## config.mk

```make
export PLATFORM = sky130hd
export DESIGN_NAME = vga_scanout_flat
export DESIGN_NICKNAME = d
export VERILOG_FILES = /design/src/rtl/vga_pkg.sv /design/src/rtl/vga_scanout_if.sv /design/src/rtl/vga_scanout_pix_tick_gen.sv /design/src/rtl/vga_scanout.sv /design/src/flat_wrapper.sv
export SDC_FILE = /design/constraint.sdc
export NUM_CORES = 1
export LEC_CHECK = 0
export BUFFER_PORTS_ARGS = -buffer_cell sky130_fd_sc_hd__buf_2
export CAP_MARGIN = 10
export CORE_ASPECT_RATIO = 0.7
export CORE_UTILIZATION = 52
export CTS_CLUSTER_DIAMETER = 120
export DETAILED_ROUTE_END_ITERATION = 8
export GPL_TIMING_DRIVEN = 0
export PLACE_DENSITY = 0.79
export SLEW_MARGIN = 20
export SYNTH_ARGS = -nofsm -noshare
export SYNTH_HDL_FRONTEND = slang
export SYNTH_SLANG_ARGS = --single-unit
```

## constraint.sdc

```tcl
create_clock -name clk -period 1.9 [get_ports clk]
set_input_delay 0.19 -clock clk [delete_from_list [all_inputs] [get_ports clk]]
set_output_delay 0.19 -clock clk [all_outputs]
set_load 0.005 [all_outputs]
```

## src/rtl/vga_pkg.sv

```systemverilog
// Shared VGA definitions: default 640x480@60 timing, derived totals,
// coordinate width and the packed 8-bit RRRGGGBB colour type.
package vga_pkg;

    localparam int unsigned COORD_W = 11;

    localparam int unsigned DEF_CLK_DIV  = 4;
    localparam int unsigned DEF_H_ACTIVE = 640;
    localparam int unsigned DEF_H_FP     = 16;
    localparam int unsigned DEF_H_SYNC   = 96;
    localparam int unsigned DEF_H_BP     = 48;
    localparam int unsigned DEF_V_ACTIVE = 480;
    localparam int unsigned DEF_V_FP     = 10;
    localparam int unsigned DEF_V_SYNC   = 2;
    localparam int unsigned DEF_V_BP     = 33;

    localparam int unsigned H_TOTAL = DEF_H_ACTIVE + DEF_H_FP + DEF_H_SYNC + DEF_H_BP;
    localparam int unsigned V_TOTAL = DEF_V_ACTIVE + DEF_V_FP + DEF_V_SYNC + DEF_V_BP;

    // Colour fields: R[7:5], G[4:2], B[1:0]
    typedef struct packed {
        logic [2:0] r;
        logic [2:0] g;
        logic [1:0] b;
    } rgb_t;

    localparam rgb_t COLOR_BLACK = 8'h00;
    localparam rgb_t COLOR_WHITE = 8'hFF;

endpackage

```

## src/rtl/vga_scanout_if.sv

```systemverilog
// Scanout <-> renderer link: the scanout publishes the raster position and
// pixel strobes (master); the renderer returns the colour for that position
// (slave).
//   x, y        : current raster coordinate
//   pix_tick    : one-clk strobe per pixel boundary
//   frame_start : one-clk pulse when the raster wraps to (0,0)
//   rgb_in      : renderer colour for (x, y)
interface vga_scanout_if;
    import vga_pkg::*;

    logic [COORD_W-1:0] x;
    logic [COORD_W-1:0] y;
    logic               pix_tick;
    logic               frame_start;
    rgb_t               rgb_in;

    modport master (output x, y, pix_tick, frame_start, input rgb_in);
    modport slave  (input x, y, pix_tick, frame_start, output rgb_in);

endinterface

```

## src/rtl/vga_scanout_pix_tick_gen.sv

```systemverilog
// Pixel clock-enable divider: tick_o is high for one clk out of every
// CLK_DIV (CLK_DIV >= 2), while the divider sits at CLK_DIV-1.
//   clk, reset : system clock, asynchronous active-high reset
//   tick_o     : registered pixel strobe
module pix_tick_gen #(
    parameter int unsigned CLK_DIV = 4
) (
    input  logic clk,
    input  logic reset,
    output logic tick_o
);
    localparam int unsigned DIV_W = (CLK_DIV > 2) ? $clog2(CLK_DIV) : 1;

    logic [DIV_W-1:0] div_q, div_d;
    logic             tick_q;

    // Divider next value
    always_comb begin
        div_d = div_q + DIV_W'(1);
        if (div_q == DIV_W'(CLK_DIV - 1)) begin
            div_d = '0;
        end
    end

    // Tick is decoded from the next divider value so it is registered yet
    // coincident with div == CLK_DIV-1.
    always_ff @(posedge clk or posedge reset) begin
        if (reset) begin
            div_q  <= '0;
            tick_q <= 1'b0;
        end else begin
            div_q  <= div_d;
            tick_q <= (div_d == DIV_W'(CLK_DIV - 1));
        end
    end

    assign tick_o = tick_q;

endmodule

```

## src/rtl/vga_scanout.sv

```systemverilog
// VGA raster timing generator and pixel output stage.
// Scans an H_TOTAL x V_TOTAL raster one pixel per CLK_DIV clks, publishes
// (x, y) to the renderer and registers the returned colour together with
// hsync/vsync/active one pixel later, so syncs and colour stay aligned.
//   clk, reset          : system clock, asynchronous active-high reset
//   bus (master)        : x, y, pix_tick, frame_start out; rgb_in in
//   vga_r/vga_g/vga_b   : DAC colour pins, zero while blanked
//   hsync, vsync        : active-low syncs
//   active              : DAC pins carry a visible pixel
// Build option: VGA_BORDER_EN forces visible edge pixels to white.
module vga_scanout
    import vga_pkg::*;
#(
    parameter int unsigned CLK_DIV  = DEF_CLK_DIV,
    parameter int unsigned H_ACTIVE = DEF_H_ACTIVE,
    parameter int unsigned H_FP     = DEF_H_FP,
    parameter int unsigned H_SYNC   = DEF_H_SYNC,
    parameter int unsigned H_BP     = DEF_H_BP,
    parameter int unsigned V_ACTIVE = DEF_V_ACTIVE,
    parameter int unsigned V_FP     = DEF_V_FP,
    parameter int unsigned V_SYNC   = DEF_V_SYNC,
    parameter int unsigned V_BP     = DEF_V_BP
) (
    input  logic               clk,
    input  logic               reset,
    vga_scanout_if.master      bus,
    output logic [2:0]         vga_r,
    output logic [2:0]         vga_g,
    output logic [1:0]         vga_b,
    output logic               hsync,
    output logic               vsync,
    output logic               active
);
    localparam int unsigned H_TOT = H_ACTIVE + H_FP + H_SYNC + H_BP;
    localparam int unsigned V_TOT = V_ACTIVE + V_FP + V_SYNC + V_BP;

    localparam logic [COORD_W-1:0] X_LAST   = COORD_W'(H_TOT - 1);
    localparam logic [COORD_W-1:0] Y_LAST   = COORD_W'(V_TOT - 1);
    localparam logic [COORD_W-1:0] X_ACT    = COORD_W'(H_ACTIVE);
    localparam logic [COORD_W-1:0] Y_ACT    = COORD_W'(V_ACTIVE);
    localparam logic [COORD_W-1:0] HS_START = COORD_W'(H_ACTIVE + H_FP);
    localparam logic [COORD_W-1:0] HS_END   = COORD_W'(H_ACTIVE + H_FP + H_SYNC);
    localparam logic [COORD_W-1:0] VS_START = COORD_W'(V_ACTIVE + V_FP);
    localparam logic [COORD_W-1:0] VS_END   = COORD_W'(V_ACTIVE + V_FP + V_SYNC);

    logic               tick;
    logic [COORD_W-1:0] x_q, x_d, y_q, y_d;
    logic               hsync_q, hsync_d, vsync_q, vsync_d;
    logic               active_q, active_d;
    logic               frame_start_q, frame_start_d;
    rgb_t               color_q, color_d;
    rgb_t               pixel_c;

    pix_tick_gen #(.CLK_DIV(CLK_DIV)) u_tick (
        .clk    (clk),
        .reset  (reset),
        .tick_o (tick)
    );

    // Colour for the pixel at the pre-increment coordinate
`ifdef VGA_BORDER_EN
    logic border_c;
    assign border_c = (x_q == '0) || (x_q == X_ACT - COORD_W'(1)) ||
                      (y_q == '0) || (y_q == Y_ACT - COORD_W'(1));
    assign pixel_c  = border_c ? COLOR_WHITE : bus.rgb_in;
`else
    assign pixel_c  = bus.rgb_in;
`endif

    // Raster advance and output stage; all decode uses the coordinate being
    // left, which gives the one-pixel lag behind x/y.
    always_comb begin
        x_d           = x_q;
        y_d           = y_q;
        hsync_d       = hsync_q;
        vsync_d       = vsync_q;
        active_d      = active_q;
        color_d       = color_q;
        frame_start_d = 1'b0;
        if (tick) begin
            if (x_q == X_LAST) begin
                x_d = '0;
                if (y_q == Y_LAST) begin
                    y_d           = '0;
                    frame_start_d = 1'b1;
                end else begin
                    y_d = y_q + COORD_W'(1);
                end
            end else begin
                x_d = x_q + COORD_W'(1);
            end
            hsync_d  = !((x_q >= HS_START) && (x_q < HS_END));
            vsync_d  = !((y_q >= VS_START) && (y_q < VS_END));
            active_d = (x_q < X_ACT) && (y_q < Y_ACT);
            color_d  = active_d ? pixel_c : COLOR_BLACK;
        end
    end

    always_ff @(posedge clk or posedge reset) begin
        if (reset) begin
            x_q           <= '0;
            y_q           <= '0;
            hsync_q       <= 1'b1;
            vsync_q       <= 1'b1;
            active_q      <= 1'b0;
            color_q       <= COLOR_BLACK;
            frame_start_q <= 1'b0;
        end else begin
            x_q           <= x_d;
            y_q           <= y_d;
            hsync_q       <= hsync_d;
            vsync_q       <= vsync_d;
            active_q      <= active_d;
            color_q       <= color_d;
            frame_start_q <= frame_start_d;
        end
    end

    assign bus.x           = x_q;
    assign bus.y           = y_q;
    assign bus.pix_tick    = tick;
    assign bus.frame_start = frame_start_q;
    assign vga_r           = color_q.r;
    assign vga_g           = color_q.g;
    assign vga_b           = color_q.b;
    assign hsync           = hsync_q;
    assign vsync           = vsync_q;
    assign active          = active_q;

endmodule

```

## src/flat_wrapper.sv

```systemverilog
// flat-port wrapper written by rule: the top's interface ports become plain ports
module vga_scanout_flat import vga_pkg::*;
#(
    parameter int unsigned CLK_DIV  = DEF_CLK_DIV,
    parameter int unsigned H_ACTIVE = DEF_H_ACTIVE,
    parameter int unsigned H_FP     = DEF_H_FP,
    parameter int unsigned H_SYNC   = DEF_H_SYNC,
    parameter int unsigned H_BP     = DEF_H_BP,
    parameter int unsigned V_ACTIVE = DEF_V_ACTIVE,
    parameter int unsigned V_FP     = DEF_V_FP,
    parameter int unsigned V_SYNC   = DEF_V_SYNC,
    parameter int unsigned V_BP     = DEF_V_BP
)
  (clk, reset, vga_r, vga_g, vga_b, hsync, vsync, active, bus_x, bus_y, bus_pix_tick, bus_frame_start, bus_rgb_in);
  vga_scanout_if bus_i ();
  input  logic clk;
  input  logic reset;
  output logic [2:0] vga_r;
  output logic [2:0] vga_g;
  output logic [1:0] vga_b;
  output logic hsync;
  output logic vsync;
  output logic active;
  output wire logic [$bits(bus_i.x)-1:0] bus_x;
  output wire logic [$bits(bus_i.y)-1:0] bus_y;
  output wire logic [$bits(bus_i.pix_tick)-1:0] bus_pix_tick;
  output wire logic [$bits(bus_i.frame_start)-1:0] bus_frame_start;
  input wire logic [$bits(bus_i.rgb_in)-1:0] bus_rgb_in;
  assign bus_x = bus_i.x;
  assign bus_y = bus_i.y;
  assign bus_pix_tick = bus_i.pix_tick;
  assign bus_frame_start = bus_i.frame_start;
  assign bus_i.rgb_in = bus_rgb_in;
  vga_scanout #(.CLK_DIV(CLK_DIV), .H_ACTIVE(H_ACTIVE), .H_FP(H_FP), .H_SYNC(H_SYNC), .H_BP(H_BP), .V_ACTIVE(V_ACTIVE), .V_FP(V_FP), .V_SYNC(V_SYNC), .V_BP(V_BP)) u_core (.clk(clk), .reset(reset), .bus(bus_i), .vga_r(vga_r), .vga_g(vga_g), .vga_b(vga_b), .hsync(hsync), .vsync(vsync), .active(active));
endmodule
```

# --- Word-level counts from Yosys, hierarchy flattened ---
# Index checks and enable logic that the tools add are counted.
op_classes:
  n_eq_ne: 4
  n_mux: 7
  reduce_logical: 6
  n_lt_le_gt_ge: 6
  n_addsub: 3
op_table:
  columns: ["op", "count"]
  rows:
  - ["$add A11 B1 Y11 const B", 2]
  - ["$eq A11 B10 Y1 const B", 2]
  - ["$lt A11 B10 Y1 const B", 2]
  - ["$lt A11 B9 Y1 const B", 2]
  - ["$mux W11", 2]
  - ["$ge A11 B10 Y1 const B", 1]
  - ["$ge A11 B9 Y1 const B", 1]
  - ["$mux W8", 1]
  - ["$eq A2 B2 Y1 const B", 2]
  - ["$logic_and A1 B1 Y1", 3]
  - ["$mux W1", 3]
  - ["$add A2 B1 Y2 const B", 1]
  - ["$logic_not A1 Y1", 2]
  - ["$mux W2", 1]
  - ["$reduce_and A2 Y1", 1]
totals:
  out_inout_bits: 35
  ff_bits: 37
  word_cells: 37
  inputBits: 10

# --- Logic depth before layout (Yosys ltp) ---
depth:
  ltp_word: 4
  depth_mapped: 6
  depth_no_buf: 6

# --- By module ---
# From an unflattened synthesis, not the netlist that was laid out.
unflattened:
  cells_unflattened: 164
  area_unflattened_um2: 1784.2
by_module_without_submodules:
  columns: ["module", "instances", "seq_area_each_um2", "cells_per_inst", "area_each_um2"]
  rows:
  - ["vga_scanout", 1, 853.3, 155, 1669.1]
  - ["pix_tick_gen", 1, 75.1, 9, 115.1]

# --- Worst setup path after synthesis ---
# No wires, ideal clock.
synth_path:
  path_type: "register to register"
  from: "register u_core.y_q[0], in the netlist u_core.bus.y[0]"
  to: "register u_core.y_q[6], in the netlist u_core.bus.y[6]"
  setup_slack_ns: 0.258
  path_buffers: 0
  setup_ns: 0.121
  period_less_slack_ns: 1.642
  path_stages_with_launch: 7
  required_ns: 1.779
  arrival_time_ns: 1.522
  cell_sequence: "dfrtp_1 > inv_1 > ha_1 > nor4b_1 > nand3_1 > a21o_1 > a22o_1"
synth_via:
  elab_chain_cells: 2
  word_cells_on_any_way: 3
  cone_classes: "add/sub (1); eq/ne (1); mux (1)"
synth_lines:
  columns: ["element", "line_no", "text"]
  rows:
  - ["from (decl)", "vga_scanout.sv:47", "logic [COORD_W-1:0] x_q, x_d, y_q, y_d;"]
  - ["from (signal assigned)", "vga_scanout.sv:110", "y_q <= y_d;"]
  - ["$add A11 B1 Y11 or $eq A11 B10 Y1 (tied branches)", "vga_scanout.sv:87, vga_scanout.sv:83", null]
  - ["$mux W11 *", "vga_scanout.sv:83", "if (y_q == Y_LAST) begin"]
# Mark *: on every way between the ends. The rest lies on a longest branch, timed or not.
# A chain may end at the register's enable or synchronous reset.

# --- Worst setup path in the final report ---
layout_path:
  from: "register u_core.x_q[0], in the netlist u_core.bus.x[0]"
  to: "register u_core.y_q[4], in the netlist u_core.bus.y[4]"
layout_via:
  elab_chain_cells: 2
layout_lines:
  columns: ["element", "line_no", "text"]
  rows:
  - ["from (decl)", "vga_scanout.sv:47", null]
  - ["from (signal assigned)", "vga_scanout.sv:101", "x_q <= '0;"]
  - ["from (signal assigned)", "vga_scanout.sv:109", "x_q <= x_d;"]
  - ["$eq A11 B10 Y1", "vga_scanout.sv:81", "if (x_q == X_LAST) begin"]
  - ["$reduce_and A2 Y1 (no line)", null, null]
# No other way between the ends.

==> impl_metrics.json <==
{
  "status": "finished clean",
  "ios": 45,
  "power_density_mw_per_mm2": 635,
  "synthesis.area_per_instance_um2": 10.7,
  "worst_slew_margin_rel": 0.501,
  "numCtsBuffers": 5,
  "num_rows": 17,
  "cts_tree": "built",
  "final_hold_viol_count": 0,
  "critical_path.max_fanout": 5,
  "path_buf_inv": 0,
  "timing.critical_path.slowest_stage_cell": "or4_1",
  "hold-worst-slack_ns": 0.0280,
  "regToRegEndpoint": "u_core.bus.y[4]",
  "wirelength_mm": 3.75,
  "grt_most_used_layer": "met1",
  "floorplan.initialDensity": 0.551,
  "yosys.area.top_type": "dfrtp_1",
  "worstSetupPathType": "flop to flop",
  "cts-hold-fix-buffers": 0,
  "post_synth_instance_area_mm2": 0.00176,
  "avgRoutedWirePerCell_um": 14.6,
  "syn_inst": 164,
  "worst-r2r-cell-count": 5,
  "ys_warns": 0,
  "share_of_cells_above_drive_strength_1": 0.315,
  "min_period_ns": 1.81,
  "chipHeight_um": 50.7,
  "timing.critical_path.from_type": "flop",
  "clk_root_buffer_cell": "clkbuf_8",
  "synth_largest_type_area_fraction": 0.498,
  "setup_viol": 0,
  "antenna-diode-count": 0,
  "via_count_of_the_first_global_routing_pass": 1314,
  "groute.layer.met3.usage": 0.0502,
  "timing.max_cap.violations": 0,
  "critical_path_required_ns": 2.10,
  "place_congestion": 0.872,
  "iteration_count_of_the_initial_detailed_routing_pass": 5,
  "r2r_start": "u_core.bus.x[0]",
  "crit_path_leading_delay_family": "simple AND/OR/NAND/NOR gates",
  "path_cells": "ha_1 > and4_2 > nand4_2 > or4_1 > o21ai_0",
  "skew_ns": 0.00495,
  "dr.first_iter.drc_count": 115,
  "endpoint_kind": "flop",
  "numnets_final": 234,
  "clkSlewWorstSetupHoldPaths_ns": 0.07,
  "utilization": 0.674,
  "use_met2": 0.319,
  "floorplan.core_area_mm2": 0.00319,
  "clk_path_buf_depth": 2,
  "maxClockFrequency_ghz": 0.554,
  "maximum_number_of_pins_on_one_net_before_global_route_repair": 38,
  "cts.sink_count": 37,
  "async_reset_ff_frac": 1.00,
  "critical-path-max-stage-delay_ns": 0.52,
  "fin_tns_setup_ns": 0,
  "ant_nets": 0,
  "detail_route.drc_violations": 0,
  "regArea_um2": 931,
  "grt_usage": 0.224,
  "post-route-period-util": 0.951,
  "postSynthRegisterBits": 37,
  "ir_drop_uv": 490,
  "ff2ff_setup_slack_ns": 0.09,
  "synth_edf_count": 0,
  "multi_input_area_um2": 795,
  "synth_cell_types": 35,
  "grt_setup_unrepaired": "no",
  "die_area_mm2": 0.00362,
  "worst-endpoint-arrival_ns": 2.01,
  "synth.yosys.seq_area_share": 0.528,
  "dp.final_hpwl_mm": 2.71,
  "timing.hold.worst.class": "input port to asynchronous set/reset pin",
  "final_max_slew_viol_count": 0,
  "total_number_of_h_tree_levels": 2,
  "leakage_nw": 1.04,
  "grt.met1_usage": 0.332,
  "n_fill_cell": 248,
  "detail_route.vias_per_cell": 5.83,
  "grt_overflow": 0,
  "grt_antenna_before_repair": 0,
  "timing_worst_slew_pin_value_ns": 0.747,
  "yosys_most_used_dff": "dfrtp_1",
  "route.vias.total": 1499,
  "die_width_um": 71.5,
  "synthesis.nets": 180,
  "grt_first_pass_wirelength_mm": 6.10,
  "yosys-top-cells-area": "dfrtp_1, a22o_1, ha_1, xnor2_1, dfstp_2",
  "syn_to_final_growth_pct": 22.2,
  "port_buffers": 44,
  "clock_insertion_delay_worst_skew_ns": 0.29
}
## cells in the mapped netlist (2+ instances only)
cell,instances
a21o_1,5
a21oi_1,5
a22o_1,12
and2_1,3
and3_1,3
and4_1,5
buf_2,2
dfrtp_1,35
dfstp_2,2
ha_1,6
inv_1,8
nand2_1,9
nand3_1,9
nand4_1,5
nor2_1,13
nor3_1,3
nor3b_1,2
nor4_1,2
nor4b_1,2
o21ai_0,10
or4_1,2
xnor2_1,7
xor2_1,2
## power by group
group | switching [mW] | internal (mW) | leakage, nW
Combinational | 0.0235 | 0.0194 | 0.523
Sequential | 0.00438 | 0.796 | 0.469
Clock | 0.267 | 0.254 | 0.0450
## logic make-up (layout without fill, tap and decap cells)
logic type                 Yosys count  count (layout)  synth area share
adders and majority gates            6               6            0.0427
and+or+nand+nor                     63              63             0.211
AOI/OAI and AO/OA                   36              36             0.142
buffers and inverters               12              67            0.0270
muxes                                1               1           0.00569
xor gates and xnor gates             9               9            0.0448
DFF                                 37              37             0.528
## sequential cells by signal, summed over array words and instances (netlist names)
| signal | flops |
|---|---|
| u_core.vga_b | 2 |
| u_core.u_tick.tick_o | 1 |
| u_core.bus.frame_start | 1 |
| u_core.vga_r | 3 |
| u_core.u_tick.div_q | 2 |
| u_core.bus.x | 11 |
| u_core.vga_g | 3 |
| u_core.hsync | 1 |
| u_core.active | 1 |
| u_core.vsync | 1 |
| u_core.bus.y | 11 |
## worst max path at each step
stage / start / end / cells past startpoint
final: u_core.bus.x[0] / u_core.bus.y[4] / 5
after global routing: u_core.bus.x[0] / u_core.bus.y[4] / 5
after CTS: u_core.bus.x[0] / u_core.bus.y[9] / 6
after detailed placement: u_core.bus.x[0] / u_core.bus.y[9] / 6
after global placement: u_core.bus.x[0] / u_core.bus.y[9] / 6
after floorplan: u_core.bus.y[0] / u_core.bus.y[6] / 6
## area by class of cell
type / instances / area share
Inverter: 9 / 0.0157
Buffer: 3 / 0.00815
Sequential cell: 37 / 0.433
Clock inverter: 2 / 0.00466
Multi-Input combinational cell: 115 / 0.370
Tap cell: 38 / 0.0221
Timing Repair Buffer: 47 / 0.113
Clock buffer: 6 / 0.0338
## through the flow
step	instances	power [mW]	setup slack, ns	cell area, µm²
3_3_place_gp	246	0.857	0.0869	2030
5_1_grt	257	1.42	0.00209	2150
6_report	257	1.36	0.0936	2150
3_5_place_dp	246	0.859	0.0327	2030
4_1_cts	254	1.37	0.0165	2110
2_1_floorplan	164	0.836	0.258	1760
## cells in the final DEF, fill, tap and decap left out, drive strengths merged
cell	n
xor2	2
buf	49
a21oi	5
a31oi	1
nand3	9
o32a	1
o2111ai	1
mux2i	1
dfrtp	35
xnor2	7
or4	2
clkinv	3
nor3	3
or3	1
and3	3
o21ai	10
ha	6
nor4b	2
a22o	12
inv	8
nor3b	2
a21o	5
or2	1
nor4	3
nand2	9
nand4	6
and2	3
or3b	1
nor2	13
clkbuf	7
dfstp	2
o22ai	1
and4	5
## what timing repair did
action	in CTS	in global routing
endpoints found under the setup margin	0	19
gates resized for setup	0	10
hold endpoints to repair	0	0
setup buffers	0	3
## layer usage
metal,part of all wire,vias up
met2,0.45,46
met5,0,-
met4,0.0064,0
met1,0.49,739
li1,-,710
met3,0.058,4
## worst register-to-register path: stages, from the launching register on
cell and delay, ns:
dfrtp_1 0.41, ha_1 0.22, and4_2 0.31, nand4_2 0.18, or4_1 0.53, o21ai_0 0.09
Note: power is estimated with default switching activity, not from simulation.
